## src/rtl/wbck_arbiter.sv

```systemverilog
// Write-back arbiter: grants one of LSU/MDU/ALU per cycle onto the registered
// register-file write port. Define WBCK_STARVE_EN to build the starvation guard.
module wbck_arbiter #(
  parameter int XLEN       = 32,
  parameter int STARVE_LIM = 7
) (
  input  logic            clk,
  input  logic            rst_n,
  input  logic            alu_valid,
  output logic            alu_ready,
  input  logic [4:0]      alu_rd,
  input  logic [XLEN-1:0] alu_data,
  input  logic            lsu_valid,
  output logic            lsu_ready,
  input  logic [4:0]      lsu_rd,
  input  logic [XLEN-1:0] lsu_data,
  input  logic            mdu_valid,
  output logic            mdu_ready,
  input  logic [4:0]      mdu_rd,
  input  logic [XLEN-1:0] mdu_data,
  output logic            rf_wen,
  output logic [4:0]      rf_waddr,
  output logic [XLEN-1:0] rf_wdata
);

  // Channel order doubles as base priority: bit 0 (LSU) is highest.
  localparam int NCH = 3;

  logic [NCH-1:0]  valid_s;
  logic [NCH-1:0]  urgent_s;
  logic [NCH-1:0]  cand_s;
  logic [NCH-1:0]  grant_s;
  logic            xfer_s;
  logic [4:0]      win_rd_s;
  logic [XLEN-1:0] win_data_s;

  logic            rf_wen_d;
  logic            rf_wen_q;
  logic [4:0]      rf_waddr_d;
  logic [4:0]      rf_waddr_q;
  logic [XLEN-1:0] rf_wdata_d;
  logic [XLEN-1:0] rf_wdata_q;

  // One-hot of the lowest-index set bit, i.e. the highest base priority.
  function automatic logic [2:0] pick_first(input logic [2:0] req);
    logic [2:0] res;
    res = 3'b000;
    if (req[0]) begin
      res = 3'b001;
    end else if (req[1]) begin
      res = 3'b010;
    end else if (req[2]) begin
      res = 3'b100;
    end else begin
      res = 3'b000;
    end
    return res;
  endfunction

  assign valid_s = {alu_valid, mdu_valid, lsu_valid};

`ifdef WBCK_STARVE_EN
  localparam logic [2:0] LIM = 3'(STARVE_LIM);

  logic [2:0] wait_q [NCH];
  logic [2:0] wait_d [NCH];

  // Wait counters: count denied cycles, saturate, clear on grant or idle.
  always_comb begin
    for (int i = 0; i < NCH; i++) begin
      urgent_s[i] = (wait_q[i] == LIM);
      if (!valid_s[i] || grant_s[i]) begin
        wait_d[i] = 3'd0;
      end else if (wait_q[i] < LIM) begin
        wait_d[i] = wait_q[i] + 3'd1;
      end else begin
        wait_d[i] = wait_q[i];
      end
    end
  end

  // Wait counter registers.
  always_ff @(posedge clk or negedge rst_n) begin
    if (!rst_n) begin
      for (int i = 0; i < NCH; i++) begin
        wait_q[i] <= 3'd0;
      end
    end else begin
      for (int i = 0; i < NCH; i++) begin
        wait_q[i] <= wait_d[i];
      end
    end
  end
`else
  assign urgent_s = 3'b000;
`endif

  // Arbitration: urgent requesters first, then base priority; nothing in reset.
  always_comb begin
    cand_s  = valid_s;
    grant_s = 3'b000;
    if ((valid_s & urgent_s) != 3'b000) begin
      cand_s = valid_s & urgent_s;
    end else begin
      cand_s = valid_s;
    end
    if (rst_n) begin
      grant_s = pick_first(cand_s);
    end else begin
      grant_s = 3'b000;
    end
  end

  assign lsu_ready = grant_s[0];
  assign mdu_ready = grant_s[1];
  assign alu_ready = grant_s[2];

  // Winner payload mux.
  always_comb begin
    xfer_s     = 1'b0;
    win_rd_s   = 5'd0;
    win_data_s = {XLEN{1'b0}};
    case (grant_s)
      3'b001: begin
        xfer_s     = 1'b1;
        win_rd_s   = lsu_rd;
        win_data_s = lsu_data;
      end
      3'b010: begin
        xfer_s     = 1'b1;
        win_rd_s   = mdu_rd;
        win_data_s = mdu_data;
      end
      3'b100: begin
        xfer_s     = 1'b1;
        win_rd_s   = alu_rd;
        win_data_s = alu_data;
      end
      default: begin
        xfer_s     = 1'b0;
        win_rd_s   = 5'd0;
        win_data_s = {XLEN{1'b0}};
      end
    endcase
  end

  // Write-port next state: x0 writes are consumed but leave address/data held.
  always_comb begin
    rf_wen_d   = 1'b0;
    rf_waddr_d = rf_waddr_q;
    rf_wdata_d = rf_wdata_q;
    if (xfer_s && (win_rd_s != 5'd0)) begin
      rf_wen_d   = 1'b1;
      rf_waddr_d = win_rd_s;
      rf_wdata_d = win_data_s;
    end else begin
      rf_wen_d   = 1'b0;
      rf_waddr_d = rf_waddr_q;
      rf_wdata_d = rf_wdata_q;
    end
  end

  // Write-port registers.
  always_ff @(posedge clk or negedge rst_n) begin
    if (!rst_n) begin
      rf_wen_q   <= 1'b0;
      rf_waddr_q <= 5'd0;
      rf_wdata_q <= {XLEN{1'b0}};
    end else begin
      rf_wen_q   <= rf_wen_d;
      rf_waddr_q <= rf_waddr_d;
      rf_wdata_q <= rf_wdata_d;
    end
  end

  assign rf_wen   = rf_wen_q;
  assign rf_waddr = rf_waddr_q;
  assign rf_wdata = rf_wdata_q;

endmodule
```

## config.mk

```make
export PLATFORM = sky130hd
export DESIGN_NAME = wbck_arbiter
export DESIGN_NICKNAME = d
export VERILOG_FILES = /design/src/rtl/wbck_arbiter.sv
export SDC_FILE = /design/constraint.sdc
export NUM_CORES = 1
export LEC_CHECK = 0
export ABC_AREA = 1
export CELL_PAD_IN_SITES_DETAIL_PLACEMENT = 1
export CELL_PAD_IN_SITES_GLOBAL_PLACEMENT = 2
export CORE_AREA = 3 3 92 94
export DETAILED_ROUTE_END_ITERATION = 8
export DIE_AREA = 0 0 95 97
export DONT_BUFFER_PORTS = 1
export PLACE_DENSITY = 0.76
export SYNTH_ARGS = -nofsm -noshare
export SYNTH_HDL_FRONTEND = slang
export SYNTH_SLANG_ARGS = --single-unit
```

## constraint.sdc

```tcl
create_clock -name clk -period 2 [get_ports clk]
set_clock_uncertainty 0.05 [all_clocks]
set_input_delay 0.6 -clock clk [delete_from_list [all_inputs] [get_ports clk]]
set_output_delay 0.6 -clock clk [all_outputs]
set_load 0.005 [all_outputs]
```

==> impl_metrics.env <==
export IMPL_seq_area_sq_um=951
export IMPL_swShare_pct=32.8
export IMPL_comb_power_share_pct=20.2
export IMPL_die_h_um=97
export IMPL_antenna_found_initial=0
export IMPL_antenna_left=0
export IMPL_synth_top_cell_by_area="dfrtp_1"
export IMPL_crit_path_top_delay_cell="nor2_2"
export IMPL_vias_per_cell=5.05
export IMPL_fp_dieW_um=95
export IMPL_worst_ep_required_time_ps=1350
export IMPL_grt_overflow=0
export IMPL_clock_latency_ps=280
export IMPL_tightest_slew_ps=276
export IMPL_dieArea_sq_um=9220
export IMPL_clock_root_buffer="clkbuf_8"
export IMPL_tritoncts="done"
export IMPL_worstPathMaxFanout=6
export IMPL_drtIter0Drc=39
export IMPL_layout_commonest_cell="nand2_1"
export IMPL_syn_avg_cell_area_sq_um=7.07
export IMPL_vias=2229
export IMPL_period_share_pct=87.3
export IMPL_cts_setup_buffers=0
export IMPL_yosys_register_bits=38
export IMPL_firstDrtPassIters=4
export IMPL_drc_errors=0
export IMPL_globalRouteTotalUtil_pct=16.9
export IMPL_num_nets_final=454
export IMPL_status="completed"
export IMPL_path_cells="inv_1, nor2_2, nand2_1, inv_1"
export IMPL_fin_ws_ps=255
export IMPL_vdd_drop_max_uv=217
export IMPL_holdCritPathClass="primary input to async pin"
export IMPL_path_common_cell="inv_1"
export IMPL_h_tree_depth=2
export IMPL_grt_max_degree=39
export IMPL_clk_pin_slew_ps=80
export IMPL_max_cap_viol_count=0
export IMPL_power_density_nw_per_um2=736
export IMPL_p_sw_w=0.000627
export IMPL_pwr_share_clk_pct=29.4
export IMPL_yosysSeqAreaShare_pct=39.8
export IMPL_end_kind="output pin"
export IMPL_yosys_area_top_type_share_pct=39.8
export IMPL_syn_nets=454
export IMPL_cts_buffers=5
export IMPL_cp_start_kind="primary input"
export IMPL_initial_core_util_pct=30.9
export IMPL_synth_distinct_cells=20
export IMPL_rows=32
export IMPL_final_cell_mix="nand2_1, nand3_1, dfrtp_1, nand3_2, buf_4"
export IMPL_wl_mm=7.59
export IMPL_relSlewSlack_pct=81.6
export IMPL_layout_drive_gt1_share_pct=13.0
export IMPL_fmax_mhz=573
export IMPL_slew_viol_final=0
export IMPL_antenna_cells=0
export IMPL_leakagePower_nw=1.35
export IMPL_port_buffers=0
export IMPL_path_class="primary input to output pin"
export IMPL_max_stage_delay_ps=200
export IMPL_synthTopCellsByArea="dfrtp_1, nand2_1, nand3_1"
export IMPL_arrival_ps=1100
export IMPL_grt_pass1_vias=2323
export IMPL_place_ws_ps=123
export IMPL_setup_tns_ps=0
export IMPL_ios=157
export IMPL_syn_cell_area_sq_um=2390
export IMPL_finalHoldViolations=0
export IMPL_grt_pass1_wl_mm=12.1
export IMPL_clockBufferDepth=2
export IMPL_core_sq_um=7730
export IMPL_internal_power_w=0.00129
export IMPL_n_fill_cell=1008
export IMPL_syn2layout_area_growth_pct=8.75
export IMPL_wl_per_cell_um=17.2
export IMPL_clkSinkCount=38
export IMPL_syn_inst=338
export IMPL_grt_setup_unrepaired="no"
export IMPL_finalSetupViolCount=0
export IMPL_min_period_ps=1750
export IMPL_hpwlAfterDp_mm=5.92
export IMPL_ys_warn_count=0
export IMPL_globalplace_congestion=0.747
export IMPL_multi_input_area_sq_um=1240
export IMPL_p_seq_share_pct=50.4
## flip-flops by register name (all words and copies together), names as in the netlist
signal and count:
rf_wdata 32, rf_waddr 5, rf_wen 1
## stage by stage
stage	std cells	hold WS [ps]	total power, W	cell area, sq um	util (%)
6_report	441	100	0.00191	2600	33.6
5_1_grt	441	95.9	0.00204	2600	33.6
4_1_cts	441	92.3	0.00196	2600	33.6
3_5_place_dp	432	256	0.00136	2480	32.1
3_3_place_gp	432	257	0.00135	2480	32.1
2_1_floorplan	338	254	0.00125	2390	-
## routing by layer
metal / vias up / track usage, % / part of all wire (%)
met5: - / 0 / 0
met4: 0 / 3.33 / 0.86
met3: 5 / 5.13 / 9.6
met2: 94 / 29.4 / 49
met1: 1053 / 20.3 / 40
li1: 1077 / - / -
## cell usage after synthesis
cell type	instances
inv_1	8
dfrtp_1	38
nand4_1	2
buf_1	1
nand2_4	1
nor2_4	3
nand2_2	3
buf_8	1
inv_2	2
nand2_1	174
nand3_2	11
buf_4	2
clkbuf_1	5
nor2_2	2
nor2_8	1
buf_2	3
buf_12	1
nor2_1	3
nand3_1	70
buf_6	7
## power groups by stage
| stage | clock network, W | registers (W) | logic, W |
|---|---|---|---|
| finish | 0.000563 | 0.000964 | 0.000386 |
| global route | 0.000617 | 0.000979 | 0.000446 |
| CTS | 0.000588 | 0.000968 | 0.000399 |
| detailed placement | 0 | 0.000982 | 0.000379 |
| global placement | 0 | 0.000982 | 0.000363 |
| floorplan | 0 | 0.000944 | 0.000310 |
## worst max-delay path, delay by kind of cell
kind / cells / cell delay (ps)
AND/OR/NAND/NOR: 2 / 310
buffers and inverters: 2 / 180
## timing repair
item / in CTS / in global routing
endpoints found under the hold margin: 38 / 0
gates resized for setup: 0 / 0
hold buffers: 1 / 0
## layout make-up
type                    instances  area share, %
inverters                      10           1.45
multi-input cells             270           47.7
flip-flops and latches         38           36.6
repair buffers                 13           5.68
well taps                     102           4.91
clock inverters                 2          0.482
clock buffers                   6           3.18
## cell families after synthesis
logic type / after synthesis / synth area share, %
simple gates: 270 / 51.7
buf+inv: 30 / 8.54
flops: 38 / 39.8
## final timing paths
check	start	endpoint	slack [ps]	cells after the start
worst max register to register	rf_wdata[14]$_DFFE_PN0P_	rf_wdata[14]$_DFFE_PN0P_	1270	2
worst min register to register	rf_waddr[0]$_DFFE_PN0P_	rf_waddr[0]$_DFFE_PN0P_	490	2
min in group clk	alu_data[15]	rf_wdata[15]$_DFFE_PN0P_	480	4
worst min-delay path	rst_n	rf_wdata[24]$_DFFE_PN0P_	100	1
max in group asynchronous	rst_n	rf_wen$_DFF_PN0_	1610	1
worst max-delay path	alu_valid	alu_ready	250	4
(Power assumes the default switching activity.)
